==> src/rtl/program_counter.sv <==
// Fetch-stage program counter: registered fetch address with aligned-load enable,
// sequential-address output and misaligned-load pulse. Define PC_TRACE_EN for prev_pc/load_count.
module program_counter #(
   parameter int unsigned      WIDTH        = 32,
   parameter logic [WIDTH-1:0] RESET_VECTOR = '0,
   parameter int unsigned      ALIGN_BITS   = 2,
   parameter int unsigned      INC          = 4
) (
   input  logic             clk,
   input  logic             reset,
   input  logic             pc_write,
   input  logic [WIDTH-1:0] next_pc,
   output logic [WIDTH-1:0] pc,
   output logic [WIDTH-1:0] pc_plus_inc,
   output logic             misalign
`ifdef PC_TRACE_EN
   ,
   output logic [WIDTH-1:0] prev_pc,
   output logic [31:0]      load_count
`endif
);

   // A zero mask turns the alignment check off, so every load is accepted.
   localparam logic [WIDTH-1:0] ALIGN_MASK =
      (ALIGN_BITS == 0) ? '0 : ~({WIDTH{1'b1}} << ALIGN_BITS);

   function automatic logic is_aligned(input logic [WIDTH-1:0] addr);
      return (addr & ALIGN_MASK) == '0;
   endfunction

   function automatic logic [WIDTH-1:0] add_inc(input logic [WIDTH-1:0] addr);
      return addr + WIDTH'(INC);
   endfunction

   logic load_ok;
   logic load_bad;

   // pc_write gates next_pc first so an unknown next_pc cannot reach pc while holding.
   always_comb begin
      load_ok  = 1'b0;
      load_bad = 1'b0;
      if (pc_write) begin
         load_ok  = is_aligned(next_pc);
         load_bad = ~is_aligned(next_pc);
      end
   end

   always_ff @(posedge clk or negedge reset) begin
      if (!reset) begin
         pc       <= RESET_VECTOR;
         misalign <= 1'b0;
      end else begin
         if (load_ok)
            pc <= next_pc;
         misalign <= load_bad;
      end
   end

   assign pc_plus_inc = add_inc(pc);

`ifdef PC_TRACE_EN
   always_ff @(posedge clk or negedge reset) begin
      if (!reset) begin
         prev_pc    <= RESET_VECTOR;
         load_count <= '0;
      end else if (load_ok) begin
         prev_pc <= pc;
         if (load_count != 32'hFFFF_FFFF)
            load_count <= load_count + 32'd1;
      end
   end
`endif

endmodule

==> config.mk <==
export PLATFORM = sky130hd
export DESIGN_NAME = program_counter
export DESIGN_NICKNAME = d
export VERILOG_FILES = /design/src/rtl/program_counter.sv
export SDC_FILE = /design/constraint.sdc
export NUM_CORES = 1
export LEC_CHECK = 0
export BUFFER_PORTS_ARGS = -buffer_cell sky130_fd_sc_hd__buf_4
export CORE_MARGIN = 8
export CORE_UTILIZATION = 40
export CTS_BUF_LIST = sky130_fd_sc_hd__clkbuf_4 sky130_fd_sc_hd__clkbuf_8
export CTS_CLUSTER_DIAMETER = 150
export CTS_CLUSTER_SIZE = 12
export DETAILED_ROUTE_END_ITERATION = 6
export PLACE_DENSITY = 0.84
export SYNTH_ARGS = -nofsm -noshare
export SYNTH_HDL_FRONTEND = slang
export SYNTH_SLANG_ARGS = --single-unit
==> constraint.sdc <==
create_clock -name clk -period 4.6 [get_ports clk]
set_input_delay 1.38 -clock clk [delete_from_list [all_inputs] [get_ports clk]]
set_output_delay 1.38 -clock clk [all_outputs]
set_load 0.01 [all_outputs]
# Yosys cells after proc, flatten, opt, wreduce, memory -nomap -nowiden
# Cells that the tools add are included.
# totals
register_bits,33
input_bits,35
output_inout_bits,65
wordCells,7
# op_classes
addsub,1
muxes,2
n_bitwise,1
n_reduce_logical,1
# ops
cell,n
adder 32 x 3 -> 32 bit (second input constant),1
logical NOT 32 bit,1
2-to-1 mux 1 bit,2
inverter 1 bit,1

# Depth between registers and ports, before layout
# logic_depth
depth_word,3
ltp_mapped,6
mapped_depth_nobuf,5

# Worst setup path before layout
# OpenSTA, ideal clock, no wires.
# synth_timing
kind,register -> output
from,register pc[2]
to,output pc_plus_inc[22]
arrival_time_ns,1.599
t_required_ns,3.220
setup_slack_ns,1.621
path_stages_with_launch,7
path_buffers,1
path_cell_list,dfrtp_1 > ha_1 > and4_1 > buf_2 > nand4_4 > nor3_1 > xor2_1
# synth_between
elab_chain_cells,1
# synth_rtl
item,line,text
"start, declared",13,"output logic [WIDTH-1:0] pc,"
"start signal, assigned",54,pc <= next_pc;
adder 32 x 3 -> 32 bit,32,return addr + WIDTH'(INC);
"end, declared",14,"output logic [WIDTH-1:0] pc_plus_inc,"
# Every way passes these cells.

# Worst setup path after layout
# layout_timing
from,register pc[7]
to,output pc_plus_inc[31]
# Same word-level chain as after synthesis.

==> impl_metrics.py <==
metrics = {
    "floorplanning": {
        "initial_utilization_pct": 40.5,
        "die_h_um": 84.5,
        "die_w_um": 84.5,
        "num_io_pins": 100,
        "die_area_mm2": 0.00714,
        "core_area_mm2": 0.00463,
        "rows": 25,
    },
    "clocking": {
        "cts_tree": "yes",
        "clk_latency_ps": 280,
        "cts.sinks": 33,
        "clkTransAtPathRegs_ps": 70,
        "cts_root_buf": "clkbuf_8",
        "numCtsBuffers": 5,
        "postCtsSetupRepairBufs": 0,
        "ctsHoldBuffers": 0,
        "htreeDepth": 2,
        "cts_resized": 0,
        "clockBufferDepth": 2,
    },
    "synth": {
        "synth-seq-area-share_pct": 44.0,
        "ys.flop_type": "dfrtp_1",
        "netlist_area_mm2": 0.00188,
        "netlist_instances": 164,
        "yosysTopAreaCellShare_pct": 44.0,
        "synthArstFlopShare_pct": 100,
        "synth_edf_count": 0,
        "synth.avg_cell_area_um2": 11.4,
        "synth-seq-cells": 33,
        "syn_nets": 200,
        "synth.most_common_cell": "dfrtp_1",
        "ys_types": 31,
        "yosys-top-cells-area": "dfrtp_1, mux2_2, xor2_1, xnor2_1, nor4_2",
        "ys_warn_count": 0,
        "synth_commonest_cells": "dfrtp_1, mux2_2, xor2_1",
        "synth.largest_area_cell": "dfrtp_1",
    },
    "setup_path": {
        "crit_path_top_delay_cell": "dfrtp_1",
        "critPathKind": "register to output port",
        "end_kind": "output port",
        "cp.required_ps": 3220,
        "cp_max_fo": 11,
        "arrival_ps": 2110,
        "worstRegToRegCells": 1,
        "cpPeakStageDelay_ps": 450,
        "cp-start-kind": "register",
        "worstPathCellList": "and4_4 > nand4_2 > nor4_2 > xor2_1 > buf_4",
    },
    "global_route": {
        "grt_pass1_vias": 1692,
        "grt_max_degree": 38,
        "track_usage_pct": 14.8,
        "antenna_found_initial": 0,
        "grt_pass1_wl_um": 8580,
        "gr-total-overflow": 0,
    },
    "power": {
        "internal-power_mw": 0.687,
        "ir_drop_v": 0.000216,
        "total_power_mw": 1.02,
        "comb_power_share_pct": 36.3,
        "net-switching-power_mw": 0.334,
        "power.density_mw_per_mm2": 372,
        "p_leak_nw": 1.30,
        "clockPowerShare_pct": 23.1,
        "power_switching_share_pct": 32.7,
        "p_seq_share_pct": 40.6,
    },
    "placement": {
        "dpl_cell_area_mm2": 0.00264,
        "gp_congestion": 0.734,
        "dp_slack_ps": 1370,
        "placed_cells": 309,
        "io_buffers": 99,
        "place_hpwl_um": 3960,
    },
    "sta": {
        "tightest_slew_ps": 441,
        "slew_violations": 0,
        "finalHoldViolations": 0,
        "max_clock_freq_mhz": 287,
        "finalSetupViolCount": 0,
        "timing.final.crit_share_pct": 75.8,
        "clock-skew-final_ps": 0,
        "min_period_ps": 3490,
        "rsz0062_at_grt": "false",
        "fin_ws_ps": 1110,
        "setup_tns_ps": 0,
        "whs_ps": 523,
        "maxSlewHeadroom_pct": 70.6,
    },
    "detailed_routing": {
        "wl_met1_um": 1940,
        "drt-total-wl_um": 5060,
        "dr.pass1.iters": 4,
        "vias": 1579,
        "wl_met2_um": 2590,
        "route.top_layer_used": "met4",
        "wl_per_cell_um": 15.9,
        "drt_drc_violations_left": 0,
        "final_antenna_net_count": 0,
        "vias_per_cell": 4.98,
        "wl_met3_um": 474,
        "first_iter_violations": 52,
    },
    "run_status": {
        "status": "complete, no violations",
    },
    "layout": {
        "final_layout_size_suffix_gt1_share_pct": 57.0,
        "finalNonFillerCells": 317,
        "antenna_cells": 0,
        "final_core_util_pct": 59.2,
        "finalNetCount": 298,
        "syn2layout_area_growth_pct": 46.2,
        "design_area_mm2": 0.00274,
    },
    "min_path": {
        "hold_path_class": "register to register",
        "holdPathStages": 1,
    },
    "job": {
        "cap_violations": 0,
    },
}
## path summary, 6_finish.rpt
path,from,to,slack [ps]
min in group asynchronous,reset,pc[0]$_DFFE_PN0P_,1040
min reg2reg,pc[0]$_DFFE_PN0P_,pc[0]$_DFFE_PN0P_,520
min,pc[0]$_DFFE_PN0P_,pc[0]$_DFFE_PN0P_,520
max,pc[7]$_DFFE_PN0P_,pc_plus_inc[31],1110
max in group asynchronous,reset,pc[3]$_DFFE_PN0P_,3260
max reg2reg,pc[4]$_DFFE_PN0P_,pc[4]$_DFFE_PN0P_,3730
## sequential cells by signal, indices dropped and copies added, names as in the netlist
register / cells
misalign: 1
pc: 32
## metal layers
layer,global-route usage (%),up-vias
met5,0,-
met4,4.69,0
met3,7.02,7
met2,25.1,54
met1,15.7,758
li1,-,760
## placed cells by master (no fill, tap or decap), drive strengths merged
master | synthesis | layout
nand3 | 10 | 10
nand2 | 13 | 13
and4 | 4 | 4
nor3 | 6 | 6
o21ai | 5 | 5
clkbuf | 1 | 7
o21a | 1 | 1
clkinv | 0 | 1
mux2 | 25 | 25
xnor2 | 12 | 12
ha | 1 | 1
and3 | 3 | 3
nor2 | 4 | 4
or2 | 1 | 1
and2b | 1 | 1
buf | 8 | 100
nor3b | 1 | 1
inv | 6 | 6
nand4 | 4 | 4
nor2b | 2 | 2
nor4 | 7 | 7
dfrtp | 33 | 33
xor2 | 16 | 16
## power by group through the flow
| stage | Clock [mW] | Sequential, mW | Combinational, mW |
|---|---|---|---|
| after global routing | 0.260 | 0.425 | 0.400 |
| after detailed placement | 0 | 0.420 | 0.377 |
| after global placement | 0 | 0.416 | 0.372 |
| final | 0.236 | 0.415 | 0.370 |
| after floorplan | 0 | 0.429 | 0.141 |
| after CTS | 0.245 | 0.415 | 0.378 |
## logic make-up (layout without fill, tap and decap cells)
kind of cell               Yosys count  count (layout)  share of synthesized area [%]
DFF                                 33              33                           44.0
adders and majority gates            1               1                          0.667
buffers and inverters               15             114                           4.27
and+or+nand+nor                     56              56                           21.2
xor gates and xnor gates            28              28                           13.1
AOI/OAI and AO/OA                    6               6                           1.73
muxes                               25              25                           15.0
## critical path: cells and delay by family (launching register included)
| kind | cells | cell delay [ps] |
|---|---|---|
| AND/OR/NAND/NOR | 3 | 1070 |
| flip-flops | 1 | 450 |
| XOR/XNOR | 1 | 170 |
| buffers and inverters | 1 | 140 |
## cell type report
type                    instances  area (um^2)
well taps                      54         67.6
fillers                       413         1890
flip-flops and latches         33          826
multi-input cells             116          975
clock inverters                 1         5.00
clock buffers                   7         96.3
repair buffers                100          751
inverters                       6         22.5
(Power assumes the default switching activity.)
